### src/rtl/digit_scan_driver.sv
// digit_scan_driver
//
// Time-multiplexed scan driver for the three-digit seven-segment time display.
// It produces the digit select for the external 3-to-1 mux and decodes the
// muxed digit that comes back into active-low segments. It also drives the
// active-low anodes, with a guard interval at the start of every digit slot
// so that a digit is never lit while the segments still show the previous
// digit.
//
// Parameters:
//   REFRESH_DIV   clock cycles per digit slot (4 .. 2^20)
//   GUARD_CYCLES  cycles at the start of each slot with all anodes off
//                 (2 .. REFRESH_DIV-1)
//
// Ports:
//   clk         system clock, single domain
//   reset       synchronous, active-high reset
//   selector    [1:0] digit select to the external mux: 2 = C (MSD), 1 = B, 0 = A
//   digit_in    [3:0] muxed digit value for the current selector
//   blank       forces all anodes off while high; scanning keeps running
//   an          [3:0] active-low anode enables; an[2:0] follow selector 2..0,
//               an[3] is always off
//   seg         [6:0] active-low segments {g,f,e,d,c,b,a}, registered hex decode
//   dp          active-low decimal point, always off
//   frame_done  one-cycle pulse when a full 2 -> 1 -> 0 scan completes
//
// Optional feature, selected by the macro LEADING_ZERO_BLANK_EN:
//   leading-zero suppression. Digit C stays dark when it is zero, and digit B
//   stays dark when it is zero and digit C was zero in this frame. Digit A
//   is always shown.

module digit_scan_driver #(
  parameter int unsigned REFRESH_DIV  = 100000,
  parameter int unsigned GUARD_CYCLES = 2
) (
  input  logic       clk,
  input  logic       reset,
  output logic [1:0] selector,
  input  logic [3:0] digit_in,
  input  logic       blank,
  output logic [3:0] an,
  output logic [6:0] seg,
  output logic       dp,
  output logic       frame_done
);

  localparam int unsigned CNT_W = (REFRESH_DIV > 1) ? $clog2(REFRESH_DIV) : 1;
  localparam logic [CNT_W-1:0] CNT_LAST   = CNT_W'(REFRESH_DIV - 1);
  localparam logic [CNT_W-1:0] GUARD_LAST = CNT_W'(GUARD_CYCLES - 1);

  typedef enum logic {
    ST_GUARD = 1'b0,
    ST_SHOW  = 1'b1
  } state_t;

  state_t           state_q, state_d;
  logic [CNT_W-1:0] cnt_q, cnt_d;
  logic [1:0]       selector_q, selector_d;
  logic [3:0]       an_q, an_d;
  logic [6:0]       seg_q, seg_d;
  logic             frame_done_q, frame_done_d;
  logic             tick;
  logic             digit_on;
`ifdef LEADING_ZERO_BLANK_EN
  logic             lz_q, lz_d;
`endif

  // Standard hex glyphs, active-low, bit order {g,f,e,d,c,b,a}.
  function automatic logic [6:0] hex_to_seg(input logic [3:0] value);
    logic [6:0] glyph;
    case (value)
      4'h0:    glyph = 7'b1000000;
      4'h1:    glyph = 7'b1111001;
      4'h2:    glyph = 7'b0100100;
      4'h3:    glyph = 7'b0110000;
      4'h4:    glyph = 7'b0011001;
      4'h5:    glyph = 7'b0010010;
      4'h6:    glyph = 7'b0000010;
      4'h7:    glyph = 7'b1111000;
      4'h8:    glyph = 7'b0000000;
      4'h9:    glyph = 7'b0010000;
      4'hA:    glyph = 7'b0001000;
      4'hB:    glyph = 7'b0000011;
      4'hC:    glyph = 7'b1000110;
      4'hD:    glyph = 7'b0100001;
      4'hE:    glyph = 7'b0000110;
      default: glyph = 7'b0001110;
    endcase
    return glyph;
  endfunction

  // Next-state logic. The slot tick wins over the guard-end compare, so the
  // state machine always returns to GUARD when a new slot starts. The anode
  // register is computed from the next state, which makes the anode switch on
  // exactly GUARD_CYCLES edges after the selector changes. By then seg has
  // been showing the new digit for at least one cycle.
  always_comb begin
    tick         = (cnt_q == CNT_LAST);
    cnt_d        = tick ? '0 : cnt_q + 1'b1;
    state_d      = state_q;
    selector_d   = selector_q;
    frame_done_d = 1'b0;
    seg_d        = hex_to_seg(digit_in);
    an_d         = 4'b1111;
    digit_on     = 1'b1;
`ifdef LEADING_ZERO_BLANK_EN
    lz_d         = lz_q;
`endif

    if (tick) begin
      state_d      = ST_GUARD;
      selector_d   = (selector_q == 2'd0) ? 2'd2 : selector_q - 2'd1;
      frame_done_d = (selector_q == 2'd0);
    end else if (cnt_q == GUARD_LAST) begin
      state_d = ST_SHOW;
`ifdef LEADING_ZERO_BLANK_EN
      // Capture whether the most significant digit is zero at the moment
      // digit C starts showing; digit B uses it later in the same frame.
      if (selector_q == 2'd2) begin
        lz_d = (digit_in == 4'd0);
      end
`endif
    end

`ifdef LEADING_ZERO_BLANK_EN
    // Digit C is judged on its own live value. Digit B is judged on its own
    // value together with the flag captured during C's slot.
    if (selector_q == 2'd2 && digit_in == 4'd0) begin
      digit_on = 1'b0;
    end else if (selector_q == 2'd1 && digit_in == 4'd0 && lz_q) begin
      digit_on = 1'b0;
    end
`endif

    if (state_d == ST_SHOW && !blank && digit_on) begin
      case (selector_q)
        2'd2:    an_d = 4'b1011;
        2'd1:    an_d = 4'b1101;
        default: an_d = 4'b1110;
      endcase
    end
  end

  // State and output registers, all returning to the idle display on reset.
  always_ff @(posedge clk) begin
    if (reset) begin
      cnt_q        <= '0;
      state_q      <= ST_GUARD;
      selector_q   <= 2'd2;
      an_q         <= 4'b1111;
      seg_q        <= 7'b1111111;
      frame_done_q <= 1'b0;
`ifdef LEADING_ZERO_BLANK_EN
      lz_q         <= 1'b0;
`endif
    end else begin
      cnt_q        <= cnt_d;
      state_q      <= state_d;
      selector_q   <= selector_d;
      an_q         <= an_d;
      seg_q        <= seg_d;
      frame_done_q <= frame_done_d;
`ifdef LEADING_ZERO_BLANK_EN
      lz_q         <= lz_d;
`endif
    end
  end

  assign selector   = selector_q;
  assign an         = an_q;
  assign seg        = seg_q;
  assign dp         = 1'b1;
  assign frame_done = frame_done_q;

endmodule

### config.mk
export PLATFORM = sky130hd
export DESIGN_NAME = digit_scan_driver
export DESIGN_NICKNAME = d
export VERILOG_FILES = /design/src/rtl/digit_scan_driver.sv
export SDC_FILE = /design/constraint.sdc
export NUM_CORES = 1
export LEC_CHECK = 0
export ABC_AREA = 1
export CAP_MARGIN = 20
export CORE_ASPECT_RATIO = 1.25
export CORE_MARGIN = 2
export CORE_UTILIZATION = 48
export DETAILED_ROUTE_END_ITERATION = 8
export GPL_TIMING_DRIVEN = 1
export PLACE_DENSITY = 0.83
export SLEW_MARGIN = 40
export SYNTH_ARGS = -nofsm -noshare
export SYNTH_HDL_FRONTEND = slang
export SYNTH_SLANG_ARGS = --single-unit
### constraint.sdc
create_clock -name clk -period 1.6 [get_ports clk]
set_clock_uncertainty 0.2 [all_clocks]
set_input_delay 0.24 -clock clk [delete_from_list [all_inputs] [get_ports clk]]
set_output_delay 0.24 -clock clk [all_outputs]
set_load 0.03 [all_outputs]
==> results of run 1 <==
-- worst max-delay path: cells and delay by family --
family | cells | cell delay [ns]
and+or+nand+nor | 2 | 0.11
AOI/OAI and AO/OA | 2 | 0.23
adders and majority gates | 1 | 0.17
buffers and inverters | 4 | 0.73
-- power by group --
| group | internal (uW) | leakage [uW] | switching [uW] |
|---|---|---|---|
| combinational | 84.6 | 0.000621 | 120 |
| clock | 289 | 0.0000371 | 265 |
| sequential | 798 | 0.000255 | 12.4 |
| total | 1170 | 0.000913 | 397 |
-- path summary, 6_finish.rpt --
kind                    start        end  slack [ns]
setup / recovery  digit_in[1]     seg[3]        0.08
hold / removal        state_q    state_q        0.28
setup reg to reg     cnt_q[6]  cnt_q[16]        0.08
hold reg to reg       state_q    state_q        0.28
-- Yosys cell counts --
cell / number
a21oi_1: 14
nor3_1: 2
clkinv_1: 1
xor2_1: 4
nand3_1: 13
nand3b_1: 1
ha_1: 12
o31ai_1: 1
o21ai_4: 1
buf_6: 1
o21ai_0: 9
nand2_1: 46
conb_1: 1
nand4_1: 8
and3_1: 1
nand3_2: 1
nor2_1: 39
buf_4: 2
or2_0: 2
o211ai_1: 2
xnor2_1: 1
o21bai_1: 1
clkbuf_1: 1
inv_1: 29
o311ai_0: 1
dfxtp_1: 31
-- metrics by stage --
step | utilization (%) | power [uW] | instance area [um^2] | hold WS [ns]
3_3_place_gp | 63.0 | 1030 | 2030 | 0.238
3_5_place_dp | 63.0 | 1030 | 2030 | 0.256
2_1_floorplan | - | 936 | 1620 | 0.138
4_1_cts | 64.9 | 1570 | 2090 | 0.264
5_1_grt | 67.0 | 1630 | 2160 | 0.310
6_report | 67.0 | 1570 | 2160 | 0.284
-- state kept, by name (all words and copies together), names as in the netlist --
signal / cells
an: 3
cnt_q: 17
frame_done: 1
seg: 7
selector: 2
state_q: 1
-- routing by layer --
metal  vias to the layer above  wire length, um  GRT usage, %  part of all wire (%)
li1                        813                -             -                     -
met1                       720             1490          18.8                    40
met2                        32             2020          42.0                    54
met3                         9              117          4.85                   3.1
met4                         0              111          11.6                   3.0
met5                         -                0             0                     0
-- cell type report --
cell class,instances,area [um^2]
fill,279,1060
clock buffer,6,72.6
inverter,30,113
tap,37,46.3
multi-input combinational,161,917
sequential,31,627
timing repair buffer,47,384
-- cells by family after synthesis --
family                     after synthesis
adders and majority gates               12
other                                    1
AOI/OAI and AO/OA                       29
DFF                                     31
xor gates and xnor gates                 5
and+or+nand+nor                        113
buffers and inverters                   34
-- cell usage in the layout, fill, tap and decap left out, types with 4 or more instances in the layout --
master	netlist	layout
a21oi_1	14	14
buf_4	2	28
clkbuf_8	0	5
clkdlybuf4s50_1	0	6
dfxtp_1	31	26
dfxtp_2	0	5
dlygate4sd2_1	0	13
ha_1	12	11
inv_1	29	28
nand2_1	46	43
nand3_1	13	12
nand4_1	8	8
nor2_1	39	32
nor2_2	0	5
o21ai_0	9	9
xor2_1	4	4
-- what timing repair did --
item,CTS,global route
pin swaps,0,4
resized for setup,14,22
gates cloned,0,0
endpoints found under the setup margin,14,22
buffers inserted,0,0
==> metrics.md, run 1 <==
| Metric | Value |
|---|---|
| Share of the synthesized area in the top cell type | `38.5%` |
| CTS sink count | `31` |
| Num CTS Buffers | `5` |
| Clock Latency Late Sink | `0.29 ns` |
| Initial Util | `50.0%` |
| CP cell instances | `clkdlybuf4s50_1 -> inv_1 -> ha_1 -> inv_1 -> nor2_1 -> inv_1 -> o21ai_0 -> a21oi_1 -> nand2_1` |
| Synth Area in Adders | `9.32%` |
| Placer Congestion | `0.868` |
| DPL Wire Length | `2820 um` |
| FP Rows | `23` |
| Period minus WS final | `1.52 ns` |
| Cell Pwr Density | `726 mW/mm^2` |
| Synth top area cells | `dfxtp_1, nand2_1, ha_1` |
| Via count | `1574` |
| Crit path max fanout | `3` |
| Largest family of logic cells by synthesized area | `simple AND/OR/NAND/NOR gates` |
| Final TNS setup | `0 ns` |
| Die Ht | `68.8 um` |
| DRT Wirelength | `3740 um` |
| H-tree Lvls | `2` |
| CORE AREA | `0.00322 mm^2` |
| Final Slew Violations | `0` |
| CP Class | `input port to register` |
| NumNets Final | `295` |
| Total track usage | `20.6%` |
| Mux contribution to synthesized area | `0%` |
| TritonCTS clock tree | `yes` |
| Largest net degree at the start of global routing | `10` |
| Remaining antenna violation count | `0` |
| Critical Path End Type | `register` |
| Placed Cells | `306` |
| Drt wl/cell | `12.0 um` |
| Number of remaining DRC errors | `0` |
| Placement Setup Slack | `-0.204 ns` |
| Lkg Pwr | `0.000913 uW` |
| Hold Crit Class | `register to register` |
| Synth Area in Simple Gates | `29.8%` |
| Complex-gate fraction of the synthesized area | `10.6%` |
| Run status | `completed` |
| Post-route insts no fill | `312` |
| Synth Area per Inst | `7.16 um^2` |
| Initial antenna violation count | `0` |
| Setup slack after layout | `0.0813 ns` |
| Synthesized area | `0.00161 mm^2` |
| DR pass1 iterations | `5` |
| Synth area leader | `dfxtp_1` |
| Period Utilization, post-route | `94.9%` |
| Worst path slowest cell | `clkdlybuf4s50_1` |
| Post-synthesis sequential area ratio | `38.5%` |
| YS warnings | `0` |
| Initial DRC Count | `31` |
| Most used cell, CP | `inv_1` |
| Reg clk slew, reported paths | `0.06 ns` |
| First-pass GRT wire length | `5940 um` |
| Die W | `55.8 um` |
| CP Data Arrival Time | `1.49 ns` |
| Final setup violating endpoints | `0` |
| Max-cap violations | `0` |
| Yosys cell types | `26` |
| Synthesized instance count | `225` |
| Proportion of layout cells with a drive suffix above 1 | `19.3%` |
| Seq cells post-synth | `31` |
| CP required | `1.57 ns` |
| R2R depth | `5` |
| Port Buffer Count | `19` |
| Post-synthesis xor/xnor area fraction | `2.72%` |
| CTS Hold Bufs | `0` |
| GR Overflow Total | `0` |
| Die area | `0.00384 mm^2` |
| Root Buffer | `clkbuf_8` |
| Antenna Cells | `0` |
| Max Freq | `658 MHz` |
| Final hold vios | `0` |
| Startpoint Class | `input port` |
| Synth-to-layout area growth | `34.0%` |
| Max clock buf depth | `2` |
| Vias in the first global route | `1473` |
| Largest incremental delay on the critical path | `0.48 ns` |
| Hold depth | `2` |
| VDD IR max | `0.000669 V` |
| Drt via density | `5.04` |
| IO Count | `22` |
(Power assumes the default switching activity.)
==> inputs of run 2 (changes only) <==
Settings changed: CAP_MARGIN 20 to unset, REMOVE_ABC_BUFFERS set to 1.
==> run 2 against run 1 <==
  * Core utilization grew 1.5 points
  * Worst setup slack lost 0.021 ns
  * Sequential power is essentially flat
  * Clock power grew 22%
  * Flip-flop and latch count is the same
  * Final cell count grew 0.64%
  * Sequential share of layout area shrank 0.74 points
  * Largest cell class unchanged
  * Critical path type is now register to register
  * Largest power group unchanged
==> metrics.md, run 2 (synthesis results as in run 1) <==
| Metric | Value |
|---|---|
| Run status | `completed` |
| Drt via density | `5.25` |
| Die Ht | `68.8 um` |
| CP Class | `register to register` |
| DPL Wire Length | `2790 um` |
| FP Rows | `23` |
| Placer Congestion | `0.831` |
| Lkg Pwr | `0.000930 uW` |
| Most common cell after layout, fill and taps aside | `nand2_1` |
| CP required | `1.57 ns` |
| Post-route insts no fill | `314` |
| Critical Path End Type | `register` |
| R2R setup slack | `0.06 ns` |
| Synth-to-layout area growth | `37.0%` |
| Initial Util | `50.0%` |
| DR pass1 iterations | `4` |
| Clock Latency Late Sink | `0.29 ns` |
| TritonCTS clock tree | `yes` |
| Max Freq | `649 MHz` |
| Reg-to-Reg End | `cnt_q[16]` |
| First-pass GRT wire length | `6080 um` |
| FILL cells | `238` |
| Antenna Cells | `0` |
| Remaining antenna violation count | `0` |
| DRT Wirelength | `4000 um` |
| Placed Instance Area | `0.00203 mm^2` |
| Crit path max fanout | `6` |
| Final Util | `68.5%` |
| Max reg flops | `17` |
| Max-cap violations | `0` |
| Period Utilization, post-route | `96.3%` |
| Die area | `0.00384 mm^2` |
| Max clock buf depth | `2` |
| Placed Cells | `306` |
| Drt wl/cell | `12.7 um` |
| Num CTS Buffers | `5` |
| Initial DRC Count | `55` |
| R2R depth | `7` |
| CTS Hold Bufs | `0` |
| Number of remaining DRC errors | `0` |
| Hold Crit Class | `register to register` |
| Crit path from | `cnt_q[1]` |
| Vias in the first global route | `1487` |
| CORE AREA | `0.00322 mm^2` |
| Largest net degree at the start of global routing | `10` |
| Port Buffer Count | `19` |
| Reg clk slew, reported paths | `0.06 ns` |
| Via count | `1649` |
| Proportion of layout cells with a drive suffix above 1 | `19.5%` |
| Worst setup path endpoint | `cnt_q[16]` |
| Root Buffer | `clkbuf_8` |
| Startpoint Class | `register` |
| CTS sink count | `31` |
| Reg2Reg Launch Point | `cnt_q[1]` |
| IO Count | `22` |
| Final setup violating endpoints | `0` |
| Final hold vios | `0` |
| Post-route cell area | `0.00221 mm^2` |
| Initial antenna violation count | `0` |
| Period minus WS final | `1.54 ns` |
| Die W | `55.8 um` |
| Most frequent cells in the layout | `nand2_1, nor2_1, inv_1, dfxtp_1, buf_4` |
| VDD IR max | `0.000554 V` |
| Cell Pwr Density | `766 mW/mm^2` |
| CP Data Arrival Time | `1.51 ns` |
| H-tree Lvls | `2` |
| GR Overflow Total | `0` |
| Top reg by flops | `cnt_q` |
| Total track usage | `21.1%` |
| NumNets Final | `295` |
| Hold depth | `2` |
| Final Slew Violations | `0` |
run 2: changes by cell type in the layout (fill, tap and decap cells not counted), sizes merged:
cell	before	now
clkbuf	6	8
run 2: what timing repair did:
action / CTS / global route
resized for setup: 16 / 23
pin swaps: 0 / 7
endpoints found under the setup margin: 16 / 22
hold endpoints to repair: 0 / 0
setup buffers: 0 / 1
run 2: worst max-delay path, cell delays in order (launching register included):
cell and delay (ns):
dfxtp_2 0.35, ha_4 0.16, nand3_4 0.11, nor2_4 0.13
nand2_4 0.08, o21ai_4 0.20, buf_6 0.15, a21oi_1 0.04
run 2: cell type report:
| cell class | instances | area (um^2) | share of cell area, % |
|---|---|---|---|
| clock buffer | 8 | 100 | 4.54 |
| sequential | 31 | 624 | 28.3 |
| tap | 37 | 46.3 | 2.10 |
| inverter | 30 | 113 | 5.10 |
| multi-input combinational | 161 | 932 | 42.2 |
| timing repair buffer | 47 | 392 | 17.7 |
run 2: power by group:
group / internal (uW) / switching, uW
sequential: 798 / 13.5
combinational: 85.2 / 118
clock: 392 / 285
total: 1270 / 417
run 2: worst min-delay path by stage:
stage                  from       to  slack (ns)
floorplan             reset   seg[5]        0.14
global placement    state_q  state_q        0.24
CTS                 state_q  state_q        0.28
finish              state_q  state_q        0.31
global route        state_q  state_q        0.33
detailed placement  state_q  state_q        0.27
run 2: metrics by stage:
stage	hold slack, ns	power [uW]	TNS [ns]	setup WS [ns]
6_report	0.311	1690	0	0.0599
4_1_cts	0.278	1690	0	0.00337
5_1_grt	0.328	1760	-0.0611	-0.0153
3_3_place_gp	0.238	1030	-0.710	-0.175
2_1_floorplan	0.138	927	0	0.0268
3_5_place_dp	0.269	1030	-1.01	-0.237
run 2: per-layer routing:
layer  vias up  share of wire, %  track usage (%)
li1        818                 -                -
met1       747                37             19.5
met2        61                53             41.7
met3        23               4.4             5.78
met4         0               5.2             12.5
met5         -                 0                0
